$ cat src/rtl/uart_pkg.sv
// Shared UART definitions: transmitter state encoding and parameter legality limits.
package uart_pkg;

    typedef enum logic [2:0] {
        IDLE,
        START,
        DATA,
        PARITY,
        STOP
    } uart_tx_state_t;

    localparam int UART_MIN_DATA_BITS = 5;
    localparam int UART_MAX_DATA_BITS = 9;
    localparam int UART_MIN_CLK_DIV   = 2;

endpackage

$ cat src/rtl/uart_baud_tick.sv
// Bit-period divider: counts 0..CLK_DIV-1 and flags the last cycle of each bit period.
module uart_baud_tick #(
    parameter int CLK_DIV = 16
) (
    input  logic clk,
    input  logic rst,
    input  logic clear,
    output logic tick
);

    localparam int DIV_W = $clog2(CLK_DIV);
    localparam logic [DIV_W-1:0] DIV_LAST = DIV_W'(CLK_DIV - 1);

    logic [DIV_W-1:0] div_q;

    assign tick = (div_q == DIV_LAST);

    always_ff @(posedge clk or posedge rst) begin
        if (rst) begin
            div_q <= '0;
        end else if (clear || tick) begin
            div_q <= '0;
        end else begin
            div_q <= div_q + DIV_W'(1);
        end
    end

endmodule

$ cat src/rtl/uart_tx_frame.sv
// UART transmit engine with valid/ready input and back-to-back frames.
// Optional parity bit is enabled by defining UART_TX_PARITY_EN.
module uart_tx_frame
    import uart_pkg::*;
#(
    parameter int CLK_DIV    = 16,
    parameter int DATA_BITS  = 8,
    parameter int STOP_BITS  = 1,
    parameter int PARITY_ODD = 0
) (
    input  logic                 clk,
    input  logic                 rst,
    input  logic                 in_valid,
    output logic                 in_ready,
    input  logic [DATA_BITS-1:0] in_data,
    output logic                 tx,
    output logic                 busy
);

    localparam int BIT_W = $clog2(DATA_BITS + 1);
    localparam logic [BIT_W-1:0] DATA_LAST = BIT_W'(DATA_BITS - 1);
    localparam logic [BIT_W-1:0] STOP_LAST = BIT_W'(STOP_BITS - 1);

    if (DATA_BITS < UART_MIN_DATA_BITS || DATA_BITS > UART_MAX_DATA_BITS) begin : g_bad_data_bits
        $error("uart_tx_frame: DATA_BITS out of range");
    end
    if (CLK_DIV < UART_MIN_CLK_DIV || CLK_DIV > 65535) begin : g_bad_clk_div
        $error("uart_tx_frame: CLK_DIV out of range");
    end
    if (STOP_BITS != 1 && STOP_BITS != 2) begin : g_bad_stop_bits
        $error("uart_tx_frame: STOP_BITS must be 1 or 2");
    end
    if (PARITY_ODD != 0 && PARITY_ODD != 1) begin : g_bad_parity_odd
        $error("uart_tx_frame: PARITY_ODD must be 0 or 1");
    end

    uart_tx_state_t       state_q, state_d;
    logic [DATA_BITS-1:0] shift_q, shift_d;
    logic [BIT_W-1:0]     bit_cnt_q, bit_cnt_d;
    logic                 tx_q, tx_d;
    logic                 tick;
    logic                 accept;
`ifdef UART_TX_PARITY_EN
    logic                 parity_q, parity_d;
`endif

    // Divider is held cleared while idle so every frame starts on a fresh bit period.
    uart_baud_tick #(
        .CLK_DIV (CLK_DIV)
    ) u_baud (
        .clk   (clk),
        .rst   (rst),
        .clear (state_q == IDLE),
        .tick  (tick)
    );

    assign in_ready = (state_q == IDLE) ||
                      ((state_q == STOP) && tick && (bit_cnt_q == STOP_LAST));
    assign accept   = in_valid && in_ready;
    assign busy     = (state_q != IDLE);
    assign tx       = tx_q;

    always_comb begin
        state_d   = state_q;
        shift_d   = shift_q;
        bit_cnt_d = bit_cnt_q;
        tx_d      = tx_q;
`ifdef UART_TX_PARITY_EN
        parity_d  = parity_q;
`endif
        case (state_q)
            IDLE: ;
            START: begin
                if (tick) begin
                    state_d   = DATA;
                    tx_d      = shift_q[0];
                    bit_cnt_d = '0;
                end
            end
            DATA: begin
                if (tick) begin
                    shift_d = shift_q >> 1;
                    if (bit_cnt_q == DATA_LAST) begin
                        bit_cnt_d = '0;
`ifdef UART_TX_PARITY_EN
                        state_d   = PARITY;
                        tx_d      = parity_q;
`else
                        state_d   = STOP;
                        tx_d      = 1'b1;
`endif
                    end else begin
                        bit_cnt_d = bit_cnt_q + BIT_W'(1);
                        tx_d      = shift_q[1];
                    end
                end
            end
`ifdef UART_TX_PARITY_EN
            PARITY: begin
                if (tick) begin
                    state_d   = STOP;
                    tx_d      = 1'b1;
                    bit_cnt_d = '0;
                end
            end
`endif
            STOP: begin
                if (tick) begin
                    if (bit_cnt_q == STOP_LAST) begin
                        state_d = IDLE;
                    end else begin
                        bit_cnt_d = bit_cnt_q + BIT_W'(1);
                    end
                end
            end
            default: begin
                state_d = IDLE;
                tx_d    = 1'b1;
            end
        endcase

        // An accept overrides the stop-bit exit so the next start bit follows with no gap.
        if (accept) begin
            state_d   = START;
            shift_d   = in_data;
            bit_cnt_d = '0;
            tx_d      = 1'b0;
`ifdef UART_TX_PARITY_EN
            parity_d  = (^in_data) ^ (PARITY_ODD != 0);
`endif
        end
    end

    always_ff @(posedge clk or posedge rst) begin
        if (rst) begin
            state_q   <= IDLE;
            shift_q   <= '0;
            bit_cnt_q <= '0;
            tx_q      <= 1'b1;
`ifdef UART_TX_PARITY_EN
            parity_q  <= 1'b0;
`endif
        end else begin
            state_q   <= state_d;
            shift_q   <= shift_d;
            bit_cnt_q <= bit_cnt_d;
            tx_q      <= tx_d;
`ifdef UART_TX_PARITY_EN
            parity_q  <= parity_d;
`endif
        end
    end

endmodule

$ cat config.mk
export PLATFORM = sky130hd
export DESIGN_NAME = uart_tx_frame
export DESIGN_NICKNAME = d
export VERILOG_FILES = /design/src/rtl/uart_pkg.sv /design/src/rtl/uart_baud_tick.sv /design/src/rtl/uart_tx_frame.sv
export SDC_FILE = /design/constraint.sdc
export NUM_CORES = 1
export LEC_CHECK = 0
export CORE_MARGIN = 4
export CORE_UTILIZATION = 54
export DETAILED_ROUTE_END_ITERATION = 16
export PLACE_DENSITY = 0.88
export SLEW_MARGIN = 10
export SYNTH_ARGS = -nofsm -noshare
export SYNTH_HDL_FRONTEND = slang
export SYNTH_SLANG_ARGS = --single-unit
$ cat constraint.sdc
create_clock -name clk -period 2.6 [get_ports clk]
set_clock_uncertainty 0.15 [all_clocks]
set_input_delay 0.26 -clock clk [delete_from_list [all_inputs] [get_ports clk]]
set_output_delay 0.26 -clock clk [all_outputs]
set_load 0.01 [all_outputs]
After elaboration in Yosys (flattened, before gate mapping):

Cells that the tools add are included.
Widths: inputs -> output; s select.

* register bits: 20
* bits of input ports: 11
* output and inout port bits: 3
* logic and storage cells: 59

* $add $sub $neg: 2
* equal/unequal tests: 13
* muxes and demuxes: 23
* reduce and logical (&&, ||, !) cells: 16

Operator list (count)
* $mux 4: 7
* $mux 8: 3
* $mux 3: 6
* $ne 3x3->1 const B: 5
* $pmux 3 s4: 1
* $pmux 4 s3: 1
* $add 4x1->4 const B: 2
* $reduce_and 6->1: 1
* $reduce_and 5->1: 1
* $eq 4x3->1 const B: 1
* $eq 4x4->1 const B: 1
* $logic_not 4->1: 1
* $mux 1: 4
* $reduce_bool 2->1: 2
* $reduce_bool 4->1: 1
* $eq 3x1->1 const B: 1
* $eq 3x2->1 const B: 1
* $eq 3x3->1 const B: 1
* $logic_and 1x1->1: 3
* $logic_not 3->1: 1
* $ne 3x2->1 const B: 1
* $pmux 1 s3: 1
* $reduce_and 3->1: 1
* $reduce_bool 3->1: 1
* other kinds (5): 6

Logic depth before layout (Yosys ltp):

Gate-level depths: netlist of the first run.

* depth in word-level cells: 7
* gate-level depth with buffers: 8
* mapped depth without buffers: 7

Cells and area by module:

A second synthesis of the first run with hierarchy kept.

* cells, all modules: 122
* area, all modules: 1097.3 µm²

Modules (own cells, without submodules)
* uart_tx_frame: instances 1, cells an instance 108, area an instance 922.1 µm²
* uart_baud_tick: instances 1, cells an instance 14, area an instance 175.2 µm²

Least setup slack after synthesis of the first run:

OpenSTA, ideal clock, no wires.

* path kind: reg2reg
* start point: register bit_cnt_q[0]
* end point: register shift_q[1]
* library setup time: 0.118 ns
* arrival time: 1.669 ns
* data required time: 2.332 ns
* setup slack: 0.663 ns
* stages on the path, launching flop included: 9
* cells stage by stage: dfrtp_1 inv_1 ha_1 or3b_4 o21ai_2 and3_4 buf_6 nor2_2 a21o_1

* longest elaborated chain between the ends: 6

RTL lines
* start: declaration: line uart_tx_frame.sv:39 `logic [BIT_W-1:0] bit_cnt_q, bit_cnt_d;`
* start signal: assignment: line uart_tx_frame.sv:146 `bit_cnt_q <= bit_cnt_d;`
* $logic_not 4->1 (*): line uart_tx_frame.sv:58 `((state_q == STOP) && tick && (bit_cnt_q == STOP_LAST));`
* $logic_and 1x1->1 (*): line uart_tx_frame.sv:58
* $logic_or 1x1->1 (*): line uart_tx_frame.sv:57 `assign in_ready = (state_q == IDLE) ||`
* $logic_and 1x1->1 (*): line uart_tx_frame.sv:59 `assign accept = in_valid && in_ready;`
* $reduce_bool 2->1 (no source line)
* $reduce_and 2->1 (no source line)
* end signal: assignment: line uart_tx_frame.sv:145 `shift_q <= shift_d;`
* end: declaration: line uart_tx_frame.sv:38 `logic [DATA_BITS-1:0] shift_q, shift_d;`

Mark *: on every way between the ends. The rest lies on a longest branch, timed or not.
A chain may end at the register's enable or synchronous reset.

Final worst setup path of the first run:

* start point: register bit_cnt_q[0]
* end point: output port in_ready

* longest elaborated chain between the ends: 3

RTL lines
* $logic_not 4->1: line uart_tx_frame.sv:58
* $logic_and 1x1->1: line uart_tx_frame.sv:58
* $logic_or 1x1->1: line uart_tx_frame.sv:57
* end: declaration: line uart_tx_frame.sv:14 `output logic in_ready,`

No other way between the ends.

==> results.md, run 1 <==
* Synth area leaders: dfrtp_1 (41%), a21o_1 (5.1%), a22o_1 (3.8%), ha_1 (3.2%), nor2_1 (2.9%)
* Final period util at 0.910
* Crit-path max FO at 4
* First DRT Iteration DRCs at 30
* IO Pins at 14
* Yosys cell types at 41
* Max cap viols at 0
* Hold WC Path Type: primary input to asynchronous set/reset pin
* Largest family of logic cells by synthesized area: simple AND/OR/NAND/NOR gates
* CP cell instances: inv_1 -> ha_1 -> or3b_4 -> or2_1 -> a21oi_1 -> clkbuf_2
* Largest net degree at the start of global routing at 21
* Slew HR at 0.519
* Slowest stage delay, CP at 410 ps
* Bufs and invs on worst path at 2
* Starting Density at 0.583
* # rows at 16
* Synth area leader: dfrtp_1
* CTS tree: built
* Leak at 0.000613 µW
* Multi-input logic area at 613 µm²
* Root buffer cell: clkbuf_4
* Top Metal Used: met4
* Clock buffer count from CTS at 3
* GRT Total Usage at 0.187
* Overflow after GRT at 0
* Worst skew pair latency at 300 ps
* Clock power share at 0.163
* CP arrival at 1950 ps
* Vias at 926
* Syn_nets at 133
* H-tree levels at 1
* Yosys top cell area share at 0.407
* Core area at 2000 µm²
* Power Dens Cells at 796 nW/µm²
* Slew Limit Fails at 0
* Post-synthesis sequential area ratio at 0.430
* YS warnings at 0
* Hold Violations, Final at 0
* Status: finished, final reports clean
* Crit end category: primary output
* Post-Synthesis Cells at 119
* Final min period at 2360 ps
* Power Internal at 710 µW
* # setup viols final at 0
* Register area at 502 µm²
* NetSw at 356 µW
* WL met1 at 1070 µm
* Via density at 5.82
* XOR/XNOR share of the synthesized area at 0.0225
* Required @ worst endpoint at 2190 ps
* Post-Synth Simple-Gate Area at 0.226
* Die Area at 2970 µm²
* Post-Syn Area at 1170 µm²
* Fin Hold WS at 219 ps
* Clock slew at reported path FFs at 100 ps
* GPL Wtd Cong at 0.872
* DR pass1 iterations at 4
* VDD IR max at 0.000550 V
* Area grow syn2layout at 14.8%
* Post-DP HPWL at 1730 µm
* Top cell family by delay on the critical path: simple AND/OR/NAND/NOR gates
* Reg power frac at 0.484
* Sw Ratio at 0.334
* Synth Area in Compound Gates at 0.209
* Residual DRC at 0
* PortBufs at 13
* WL/cell at 14.5 µm
* RSZ-0062 raised after global routing: false
* Ant. Diodes at 0
* Peak Freq at 423 MHz
* Comb pwr share at 0.352
* Total wire length at 2310 µm
* Crit start category: flop
* Antenna violation net count after detailed routing at 0
* Post-synthesis adder-cell area fraction at 0.0322
* Nets at 147
* Die Y at 54.5 µm
* Critical-path top delay cell: dfrtp_1
* CTS Sinks at 20
* TNS Setup at 0 ps
* Vias in the first global route at 934
* Clock Tree Buf Depth at 2
* WL met2 at 1070 µm
* Filler Cell Count at 169
* Initial antenna violation count at 0
* #FFs+latches synth at 20
* Metal3 WL at 147 µm
* Width of the die at 54.5 µm
* Global-route wire length before repair at 3970 µm
* Mux cell area share after synthesis at 0.0354
* Critical setup path kind: flop to primary output
* Mapped Avg Cell Area at 9.81 µm²
* Fraction of final layout cells sized beyond drive strength 1 at 0.129
* Worst slew pin tran at 720 ps
-- final timing paths --
path / end / start / slack, ps / cells after the start
max: in_ready / bit_cnt_q[0]$_DFFE_PP0P_ / 240 / 6
min: u_baud.div_q[3]$_DFF_PP0_ / rst / 220 / 2
max reg2reg: bit_cnt_q[3]$_DFFE_PP0P_ / bit_cnt_q[0]$_DFFE_PP0P_ / 480 / 7
min reg2reg: u_baud.div_q[0]$_DFF_PP0_ / u_baud.div_q[0]$_DFF_PP0_ / 310 / 1
max in group asynchronous: bit_cnt_q[2]$_DFFE_PP0P_ / rst / 1630 / 2
min in group clk: u_baud.div_q[0]$_DFF_PP0_ / u_baud.div_q[0]$_DFF_PP0_ / 310 / 1
-- layout make-up --
class	count	share of cell area
inverter	6	0.0168
sequential	20	0.374
multi-input combinational	88	0.458
clock buffer	4	0.0271
tap	27	0.0252
timing repair buffer	14	0.0990
-- synthesized netlist by cell type (all sizes together) --
cell type and n:
dfrtp 19, nor2 11, o21ai 10, a21o 8
inv 6, nand2 6, a21oi 5, a22o 5
buf 4, nand3 4, nor2b 4, and3 3
ha 3, mux2i 3, nand2b 3, xor2 3
nor4b 2, o31ai 2, or2 2, or3 2
a211oi 1, a21boi 1, a22oi 1, a32oi 1
and2 1, clkbuf 1, dfstp 1, mux2 1
nand4 1, nand4b 1, nor4 1, o2111ai 1
o22ai 1, or3b 1
-- logic make-up after synthesis --
| group | Yosys count |
|---|---|
| buffers and inverters | 11 |
| and+or+nand+nor | 42 |
| AOI/OAI and AO/OA | 36 |
| DFF | 20 |
| xor gates and xnor gates | 3 |
| adders and majority gates | 3 |
| muxes | 4 |
-- what timing repair did --
item | in CTS | in global routing
endpoints found under the setup margin | 1 | 1
hold buffers | 0 | 0
buffers inserted | 0 | 0
gates resized for setup | 1 | 2
-- metrics by stage --
step	worst slack [ps]	std cells	util	instance area [µm²]	total power, µW
global route	87.8	159	0.669	1340	1160
finish	235	159	0.669	1340	1070
global placement	261	155	0.654	1310	879
detailed placement	184	155	0.654	1310	904
floorplan	663	119	-	1170	787
CTS	106	159	0.671	1340	1080
-- power by group through the flow --
stage	registers [µW]	logic, µW	clock network [µW]
4_1_cts	514	381	182
6_report	517	376	174
2_1_floorplan	489	298	0
3_3_place_gp	516	363	0
5_1_grt	530	432	197
3_5_place_dp	520	384	0
-- per-layer routing --
layer,track usage,up-vias
li1,-,453
met1,0.231,437
met2,0.311,31
met3,0.0436,5
met4,0.0788,0
met5,0,-
-- sequential cells by signal (all words and copies together), names as in the netlist --
name,count
bit_cnt_q,4
state_q,3
tx,1
shift_q,8
u_baud.div_q,4
-- cell usage in the layout, fill, tap and decap left out, types with 2 or more instances in the layout --
cell,count
nor2_1,9
clkbuf_4,3
or3_1,2
inv_1,6
dfrtp_1,19
nand2_1,6
ha_1,3
or2_1,2
o31ai_1,2
clkdlybuf4s50_1,12
xor2_1,3
nand3_1,4
o21ai_1,5
nand2b_1,2
nor2b_1,4
mux2i_1,3
a22o_1,5
a21o_1,8
o21ai_0,4
and3_1,2
a21oi_1,5
nor4b_2,2
No activity file was read; power rests on OpenSTA's default activity.
==> run 2, diff against run 1 <==
--- a/config.mk
+++ b/config.mk
@@ -5,9 +5,12 @@
 export SDC_FILE = /design/constraint.sdc
 export NUM_CORES = 1
 export LEC_CHECK = 0
+export ABC_AREA = 1
 export CORE_MARGIN = 4
-export CORE_UTILIZATION = 54
+export CORE_UTILIZATION = 55
 export DETAILED_ROUTE_END_ITERATION = 16
+export GPL_TIMING_DRIVEN = 0
+export HOLD_SLACK_MARGIN = 0.03
 export PLACE_DENSITY = 0.88
 export SLEW_MARGIN = 10
 export SYNTH_ARGS = -nofsm -noshare
==> results.md, run 2 <==
* #FFs+latches synth at 20 (unchanged)
* Width of the die at 55.7 µm (+2.3%)
* H-tree levels at 1 (unchanged)
* Post-DP HPWL at 1950 µm (+13%)
* Synth area leaders: dfrtp_1 (38%), nand2_1 (13%), inv_1 (5.1%), nor2_1 (3.9%), nand3_1 (3.2%)
* Fraction of final layout cells sized beyond drive strength 1 at 0.171 (+0.0418)
* Fin cells at 198 (+25%)
* Vias in the first global route at 1097 (+17%)
* CTS Sinks at 20 (unchanged)
* Via density at 5.46 (-6.2%)
* RSZ-0062 raised after global routing: false
* CP cell instances: ha_1 -> nand3_2 -> nor2_2 -> nand2_2 -> nand2_4 -> clkdlybuf4s50_1
* Syn_nets at 168 (+26%)
* Yosys cell types at 31 (-24%)
* Max cap viols at 0 (unchanged)
* Final period util at 0.922 (+0.0125)
* Post-Syn Area at 1250 µm² (+7.4%)
* Status: finished, final reports clean
* Fin worst setup slack at 202 ps (-32.6 ps)
* Mapped Avg Cell Area at 8.14 µm² (-17%)
* Slowest stage delay, CP at 540 ps (+130 ps)
* Overflow after GRT at 0 (unchanged)
* Initial antenna violation count at 0 (unchanged)
* Total wire length at 2500 µm (+8.3%)
* Starting Density at 0.572 (-0.0109)
* Area grow syn2layout at 16.6%
* Synth area leader: dfrtp_1
* TNS Setup at 0 ps (unchanged)
* First DRT Iteration DRCs at 23 (-23%)
* Die Area at 3110 µm² (+4.6%)
* Share of flip-flops with an asynchronous set or reset at 1.00 (unchanged)
* VDD IR max at 0.000384 V (-30%)
* Residual DRC at 0 (unchanged)
* Pwr Total at 587 µW (-45%)
* Slew Limit Fails at 0 (unchanged)
* Crit-path max FO at 6 (+2)
* # setup viols final at 0 (unchanged)
* Max FFs per register at 8 (unchanged)
* IO Pins at 14 (unchanged)
* Post-Synthesis Cells at 154 (+29%)
* Final min period at 2400 ps (+32.6 ps)
* Top-count cell post-synth: nand2_1
* Clock buffer count from CTS at 3 (unchanged)
* Crit start category: flop
* Commonest cells in the netlist: nand2_1 (42), dfrtp_1 (19), inv_1 (17), nor2_1 (13), nand3_1 (8)
* Slew HR at 0.507 (-0.0127)
* Commonest non-fill, non-tap cell in the layout: nand2_1
* Global-route wire length before repair at 4500 µm (+13%)
* Root buffer cell: clkbuf_4
* Post-synthesis sequential area ratio at 0.400 (-0.0296)
* Power Dens Cells at 401 nW/µm² (-50%)
* DR pass1 iterations at 4 (unchanged)
* YS warnings at 0 (unchanged)
* Die Y at 55.7 µm (+2.3%)
* Largest regs: shift_q x8, bit_cnt_q x4, u_baud.div_q x4
* Register name with the most flops: shift_q
* Antenna violation net count after detailed routing at 0 (unchanged)
* Worst slew pin tran at 739 ps (+19.0 ps)
* Placed cell count at 194 (+25%)
* Peak Freq at 417 MHz (-1.4%)
* GRT Total Usage at 0.175 (-0.0118)
* Critical setup path kind: flop to primary output
* Place WS at 535 ps (+351 ps)
* Commonest non-fill, non-tap cells in the layout: nand2_1 (42), dfrtp_1 (19), inv_1 (17), nor2_1 (13), clkdlybuf4s50_1 (12)
* Clock Tree Buf Depth at 2 (unchanged)
* # resized after CTS at 0 (-1)
* Post-CTS Setup Inserts at 0 (unchanged)
* CTS tree: built
* Yosys top cell area share at 0.379 (-0.0280)
* Hold WC Path Type: primary input to flop
* Clock slew at reported path FFs at 100 ps (about the same)
* Filler Cell Count at 183 (+8.3%)
* Core area at 2190 µm² (+9.4%)
* GPL Wtd Cong at 0.870 (-0.28%)
* Critical-path top delay cell: clkdlybuf4s50_1
* WL/cell at 12.6 µm (-13%)
* PortBufs at 12 (-1)
* # rows at 17 (+1)
* Largest net degree at the start of global routing at 21 (unchanged)
* Top FF cell, synth: dfrtp_1
* Required @ worst endpoint at 2190 ps (about the same)
* Leak at 0.000709 µW (+16%)
* Post-synth EDFFs at 0 (unchanged)
* Worst skew pair latency at 300 ps (about the same)
* Ant. Diodes at 0 (unchanged)
* Hold Violations, Final at 0 (unchanged)
* Crit end category: primary output
* Vias at 1082 (+17%)
* Hold-fix buffers at CTS at 0 (unchanged)
* CP arrival at 1990 ps (+40 ps)
* Nets at 185 (+26%)
==> run 2: cell type report <==
cell class                      instances  area, µm²  share of cell area
Tap cell                               28       35.0              0.0240
Multi-Input combinational cell        114        671               0.459
Buffer                                  1       7.51             0.00514
Timing Repair Buffer                   12        120              0.0822
Inverter                               19       73.8              0.0505
Sequential cell                        20        502               0.343
Clock inverter                          1       30.0              0.0205
Clock buffer                            3       22.5              0.0154
==> run 2: logic make-up (layout without fill, tap and decap cells) <==
group | after synthesis | in the layout | synth area share
adders and majority gates | 3 | 3 | 0.0299
DFF | 20 | 20 | 0.400
buffers and inverters | 20 | 36 | 0.0649
xor gates and xnor gates | 3 | 3 | 0.0210
AOI/OAI and AO/OA | 22 | 22 | 0.135
and+or+nand+nor | 86 | 86 | 0.349
==> run 2: worst max-delay path: cells and delay by family, from the launching register on <==
family	cells	cell delay [ps]
adder cells (fa/ha/maj)	1	210
buffers and inverters	1	540
AND/OR/NAND/NOR	4	560
flip-flops	1	390
==> run 2: layer usage <==
layer / global-route usage / share of wire / wire length, µm / up-vias
li1: - / - / - / 537
met1: 0.218 / 0.44 / 1090 / 511
met2: 0.309 / 0.49 / 1230 / 29
met3: 0.0209 / 0.057 / 142 / 5
met4: 0.0625 / 0.016 / 41 / 0
met5: 0 / 0 / 0 / -
==> run 2: per-stage QoR <==
step,hold slack (ps),cell area [µm²],utilization
after detailed placement,308,1410,0.643
after global placement,296,1410,0.643
after CTS,145,1460,0.667
after global routing,172,1460,0.667
after floorplan,73.1,1250,-
final,161,1460,0.667
==> run 2: worst paths after layout <==
check                                          start                        end  slack (ps)  depth (start not counted)
max                        u_baud.div_q[0]$_DFF_PP0_                   in_ready         200                          6
max reg2reg                u_baud.div_q[0]$_DFF_PP0_   bit_cnt_q[1]$_DFFE_PP0P_         760                          6
min                                         in_valid     state_q[0]$_DFFE_PP0P_         160                          3
max in group asynchronous                        rst     state_q[0]$_DFFE_PP0P_        1620                          2
min reg2reg                u_baud.div_q[0]$_DFF_PP0_  u_baud.div_q[0]$_DFF_PP0_         320                          1
min in group asynchronous                        rst     shift_q[5]$_DFFE_PP0P_         220                          2
==> run 2: power by group <==
part           leakage (µW)  switching (µW)  internal [µW]  total (µW)
clock network     0.0000279            93.6            156         249
registers          0.000234           0.264            312         312
logic              0.000447            11.6           13.4        25.0
total              0.000709             105            481         587
==> run 3, diff against run 2 <==
--- a/config.mk
+++ b/config.mk
@@ -6,11 +6,12 @@
 export NUM_CORES = 1
 export LEC_CHECK = 0
 export ABC_AREA = 1
-export CORE_MARGIN = 4
+export CORE_MARGIN = 5
 export CORE_UTILIZATION = 55
 export DETAILED_ROUTE_END_ITERATION = 16
 export GPL_TIMING_DRIVEN = 0
 export HOLD_SLACK_MARGIN = 0.03
+export MAX_ROUTING_LAYER = met4
 export PLACE_DENSITY = 0.88
 export SLEW_MARGIN = 10
 export SYNTH_ARGS = -nofsm -noshare
==> results.md, run 3 (synthesis results as in run 2) <==
* Slew Limit Fails at 0 (unchanged)
* Largest regs: shift_q x8, bit_cnt_q x4, u_baud.div_q x4
* WL/cell at 12.8 µm (+1.4%)
* Area grow syn2layout at 14.5%
* TNS Setup at 0 ps (unchanged)
* Hold WC Path Type: primary input to flop
* Die Area at 3330 µm² (+7.3%)
* IO Pins at 14 (unchanged)
* Core area at 2190 µm² (unchanged)
* Fraction of final layout cells sized beyond drive strength 1 at 0.165 (-0.00588)
* Min-delay src: in_valid
* Clock slew at reported path FFs at 100 ps (about the same)
* Nets at 185 (unchanged)
* Final min period at 2410 ps (+15.1 ps)
* NetSw at 102 µW (-3.7%)
* Multi-input logic area at 671 µm² (unchanged)
* Power Internal at 385 µW (-20%)
* Hold EP: state_q[0]$_DFFE_PP0P_
* CP arrival at 2000 ps (about the same)
* CP startpoint: u_baud.div_q[0]$_DFF_PP0_
* Status: finished, final reports clean
* GRT Total Usage at 0.174 (-0.00144)
* Commonest non-fill, non-tap cells in the layout: nand2_1 (42), dfrtp_1 (19), inv_1 (17), nor2_1 (13), clkdlybuf4s50_1 (12)
* Critical-path top delay cell: clkdlybuf4s50_1
* VDD IR max at 0.000365 V (-4.7%)
* First DRT Iteration DRCs at 42 (+83%)
* GPL Wtd Cong at 0.843 (-3.1%)
* Comb pwr share at 0.051 (+0.008)
* Ant. Diodes at 0 (unchanged)
* Max cap viols at 0 (unchanged)
* Global-route wire length before repair at 4450 µm (-1.1%)
* H-tree levels at 1 (unchanged)
* Slowest stage delay, CP at 540 ps (about the same)
* Crit start category: flop
* Hold Violations, Final at 0 (unchanged)
* Vias in the first global route at 1101 (+0.36%)
* CTS Sinks at 20 (unchanged)
* Bufs and invs on worst path at 1 (unchanged)
* Initial antenna violation count at 0 (unchanged)
* Place WS at 532 ps (-3.45 ps)
* Die Y at 57.7 µm (+3.6%)
* Peak Freq at 414 MHz (-0.63%)
* Reg2Reg Setup Slack at 760 ps (about the same)
* Hold-fix buffers at CTS at 0 (unchanged)
* Worst skew pair latency at 300 ps (about the same)
* Max FFs per register at 8 (unchanged)
* PortBufs at 12 (unchanged)
* Worst reg2reg path startpoint: u_baud.div_q[0]$_DFF_PP0_
* RSZ-0062 raised after global routing: false
* Clock Tree Buf Depth at 2 (unchanged)
* Via density at 5.62 (+2.8%)
* Largest net degree at the start of global routing at 21 (unchanged)
* Width of the die at 57.7 µm (+3.6%)
* Required @ worst endpoint at 2190 ps (about the same)
* Register area at 502 µm² (unchanged)
* Fin worst setup slack at 187 ps (-15.1 ps)
* CP cell instances: ha_1 -> nand3_2 -> nor2_2 -> nand2_2 -> nand2_4 -> clkdlybuf4s50_1
* Register name with the most flops: shift_q
* Clock buffer count from CTS at 3 (unchanged)
* Post-CTS Setup Inserts at 0 (unchanged)
* WHS Path Cells at 3 (unchanged)
* # resized after CTS at 0 (unchanged)
* # setup viols final at 0 (unchanged)
* Total wire length at 2540 µm (+1.4%)
* Antenna violation net count after detailed routing at 0 (unchanged)
* Crit-path max FO at 6 (unchanged)
* Fin cells at 198 (unchanged)
* Root buffer cell: clkbuf_4
* Fin Hold WS at 146 ps (-15.0 ps)
* Starting Density at 0.572 (unchanged)
* Overflow after GRT at 0 (unchanged)
* Crit end category: primary output
* Worst slew pin tran at 736 ps (-3.44 ps)
* Filler Cell Count at 182 (-0.55%)
* Leak at 0.000696 µW (-1.8%)
* DR pass1 iterations at 5 (+1)
* RR Endpoint: bit_cnt_q[0]$_DFFE_PP0P_
* Placed cell count at 194 (unchanged)
* Clock power share at 0.308 (-0.117)
* # rows at 17 (unchanged)
* Power Dens Cells at 339 nW/µm² (-16%)
* Vias at 1112 (+2.8%)
* CTS tree: built
* Reg power frac at 0.641 (+0.109)
* Path depth of the worst reg2reg path at 6 (unchanged)
* Commonest non-fill, non-tap cell in the layout: nand2_1
* Residual DRC at 0 (unchanged)
* Top cell family by delay on the critical path: simple AND/OR/NAND/NOR gates
* Slew HR at 0.509 (+0.00230)
* Pwr Total at 487 µW (-17%)
* Critical setup path kind: flop to primary output
* Post-DP HPWL at 1990 µm (+2.2%)
* Final period util at 0.928 (+0.00582)
* Sw Ratio at 0.209 (+0.0289)
run 3: cell count changes in the layout (fill, tap and decap cells not counted), sizes merged:
| cell | before | now |
|---|---|---|
| bufinv | 1 | 0 |
| clkbuf | 3 | 4 |
run 3: layout make-up:
type | instances | area share
inverter | 19 | 0.0514
tap | 28 | 0.0244
multi-input combinational | 114 | 0.467
clock buffer | 4 | 0.0183
timing repair buffer | 12 | 0.0837
sequential | 20 | 0.350
buffer | 1 | 0.00523
run 3: worst max path at each step:
| stage | endpoint | cells past startpoint |
|---|---|---|
| floorplan | bit_cnt_q[0]$_DFFE_PP0P_ | 6 |
| global placement | in_ready | 6 |
| detailed placement | in_ready | 6 |
| CTS | in_ready | 6 |
| global route | in_ready | 6 |
| finish | in_ready | 6 |
run 3: power by group through the flow:
stage,clock network (µW),registers [µW],logic [µW]
3_3_place_gp,0,318,24.6
5_1_grt,171,312,27.5
3_5_place_dp,0,318,25.4
4_1_cts,155,312,25.5
6_report,150,312,25.0
2_1_floorplan,0,318,9.38
run 3: routing by layer:
| layer | wire, µm | share of wire | GRT usage |
|---|---|---|---|
| met5 | 0 | 0 | - |
| met3 | 106 | 0.042 | 0.0223 |
| met1 | 1030 | 0.41 | 0.192 |
| met2 | 1320 | 0.52 | 0.302 |
| met4 | 70 | 0.028 | 0.0927 |
run 3: tightest hold or removal path, cell delays in order:
cell and delay, ps:
buf_4 140, nand2_4 90, o21ai_0 70
run 3: stage by stage:
stage | util | area, µm²
floorplan | - | 1250
global placement | 0.643 | 1410
detailed placement | 0.643 | 1410
CTS | 0.655 | 1440
global route | 0.655 | 1440
finish | 0.655 | 1440
==> RTL change (config.mk and constraints of run 1) <==
Register the output `tx` once more, without a reset; this adds one clock of latency there. The other outputs are not delayed to match.
--- a/src/rtl/uart_tx_frame.sv
+++ b/src/rtl/uart_tx_frame.sv
@@ -58,7 +58,9 @@
                       ((state_q == STOP) && tick && (bit_cnt_q == STOP_LAST));
     assign accept   = in_valid && in_ready;
     assign busy     = (state_q != IDLE);
-    assign tx       = tx_q;
+    always_ff @(posedge clk) begin
+        tx <= tx_q;
+    end
 
     always_comb begin
         state_d   = state_q;
Function: changed (a bounded check fails within 4 cycles, from zero or initial values and one cycle with rst high).
==> RTL change against run 1 <==
Synthesized cell count fell by 5.0%. Critical path type unchanged. Sequential share of layout area rose by 2.8 points. Largest cell class unchanged. Sequential cell count rose by 1. Wire length fell by 2.0%. Worst setup slack got worse by 0.13 ns. Global-route usage fell by 0.47 points. Count of clock-buffer cells in the layout fell by 1. Non-clock buffer count fell by 1. Area after synthesis fell by 2.3%. Cell area fell by 3.4%.
Power is not compared: it rests on default switching activity, and its combinational part moved more than twofold at a synthesized area within 25%.
==> RTL change: results (changes against run 1) <==
nNonClkInverters: 5  # -1
drive_above_1_share_pct: 8.00  # -4.9 points
buffers: 13  # -1
portBuffers: 13  # unchanged
die-area_um2: 2910  # -1.9%
seq_area_um2: 522  # +4.0%
ant_nets: 0  # unchanged
grt_max_degree: 21  # unchanged
ff2ff_setup_slack_ns: 0.44  # -0.04 ns
reg2reg_depth: 7  # unchanged
antenna_found_initial: 0  # unchanged
clock_latency_ns: 0.32  # +0.02 ns
ys_seq_area_share_pct: 45.7  # +2.7 points
cts_resized: 0  # -1
p_leak_nw: 0.575
critical_path_peak_fanout: 4  # unchanged
hp-class: "in2async"
post_cts_buffers: 0  # unchanged
ys_top_cells_by_count: "dfrtp_1, nor2_1, nand2_1"
multi_input_area_um2: 561  # -8.6%
gp_congestion: 0.956  # +9.6%
drtIter0Drc: 25  # -17%
first_global_vias: 860  # -7.9%
top_regs: "shift_q: 8 flops, bit_cnt_q: 4 flops, u_baud.div_q: 4 flops"
max-slew-margin-rel_pct: 50.0  # -2.0 points
synthTopCellsByArea: "dfrtp_1, a22o_1, a21o_1, ha_1, nor2_1"
fin_crit_sh_pct: 96.0  # +5.0 points
sh_seq_area_pct: 40.3  # +2.8 points
post_dp_cell_area_um2: 1260  # -3.3%
clk_share_pct: 2.32  # -0.39 points
syn_nets: 127  # -4.5%
clock-root-buffer: "clkbuf_4"
ys_warn_count: 0  # unchanged
ys.flop_type: "dfrtp_1"
pre_cts_ws_ns: 0.365  # +0.181 ns
viasPerCell: 5.79  # -0.59%
n_clock_buffer: 3  # -1
cpPeakStageDelay_ns: 0.47  # +0.06 ns
critPathTopFamily: "buffers and inverters"
crit_arrival_ns: 2.09  # +0.14 ns
diodes: 0  # unchanged
hold_slack_ns: 0.220  # +0.000537 ns
grtUsageTotal_pct: 18.2  # -0.47 points
cts.htree.levels: 1  # unchanged
grt_pass1_wl_mm: 3.84  # -3.3%
num-fill-cells: 150  # -11%
multi_input_gates: 82  # -6.8%
cts.sinks: 21  # +5.0%
ir_drop_v: 0.000300
crit_slowest_cell: "clkdlybuf4s50_1"
synthArstFlopShare_pct: 95.2  # -4.8 points
drt_first_pass_iters: 4  # unchanged
status: "completed"
dp_hpwl_mm: 1.71  # -1.1%
synth_cell_types: 40  # -2.4%
routed_wl_mm: 2.26  # -2.0%
buffer_area_share_pct: 10.0  # +0.15 points
cts_buffer_depth: 2  # unchanged
clkSlewWorstSetupHoldPaths_ns: 0.13  # +0.03 ns
nNetsFinal: 140  # -4.8%
## RTL change: power by group
group	internal, W	total (W)	leakage [nW]	switching, W
clock	0.0000588	0.000169	0.0139	0.000110
combinational	0.0000135	0.0000222	0.302	0.00000868
sequential	0.000326	0.000326	0.259	0
total	0.000399	0.000518	0.575	0.000119
## RTL change: worst reg2reg max path: stages, from the launching register on
cell,delay (ns)
dfrtp_1,0.46
inv_1,0.08
ha_1,0.19
nor4b_1,0.24
nor4b_1,0.10
nor4_2,0.56
nand2b_1,0.21
o22ai_1,0.07
## RTL change: through the flow
step / total power [W] / cells
after floorplan: 0.000338 / 113
after global placement: 0.000355 / 148
after detailed placement: 0.000356 / 148
after CTS: 0.000520 / 152
after global routing: 0.000535 / 152
final: 0.000518 / 152
## RTL change: layer usage
layer  vias to the layer above  part of all wire [%]  track usage (%)  wire (um)
li1                        429                     -                -          -
met1                       429                    44             24.5       1010
met2                        18                    51             29.2       1150
met3                         4                   3.4             2.49         78
met4                         0                   1.2             7.88         27
met5                         -                     0                0          0
## RTL change: cell families (layout without fill, tap and decap cells)
logic type	Yosys count	after routing	synth area share, %
compound gates	32	32	19.1
xor+xnor	2	2	1.54
fa+ha+maj	3	3	3.29
buf+inv	10	22	5.15
flops	21	21	45.7
mux	2	2	1.75
simple gates	43	43	23.5
## RTL change: path summary, 6_finish.rpt
kind | startpoint | to
max | u_baud.div_q[0]$_DFF_PP0_ | in_ready
max in group asynchronous | rst | shift_q[0]$_DFFE_PP0P_
min | rst | bit_cnt_q[1]$_DFFE_PP0P_
max reg2reg | bit_cnt_q[0]$_DFFE_PP0P_ | bit_cnt_q[3]$_DFFE_PP0P_
min reg2reg | tx_q$_DFFE_PP1P_ | tx$_DFF_P_
min in group clk | tx_q$_DFFE_PP1P_ | tx$_DFF_P_
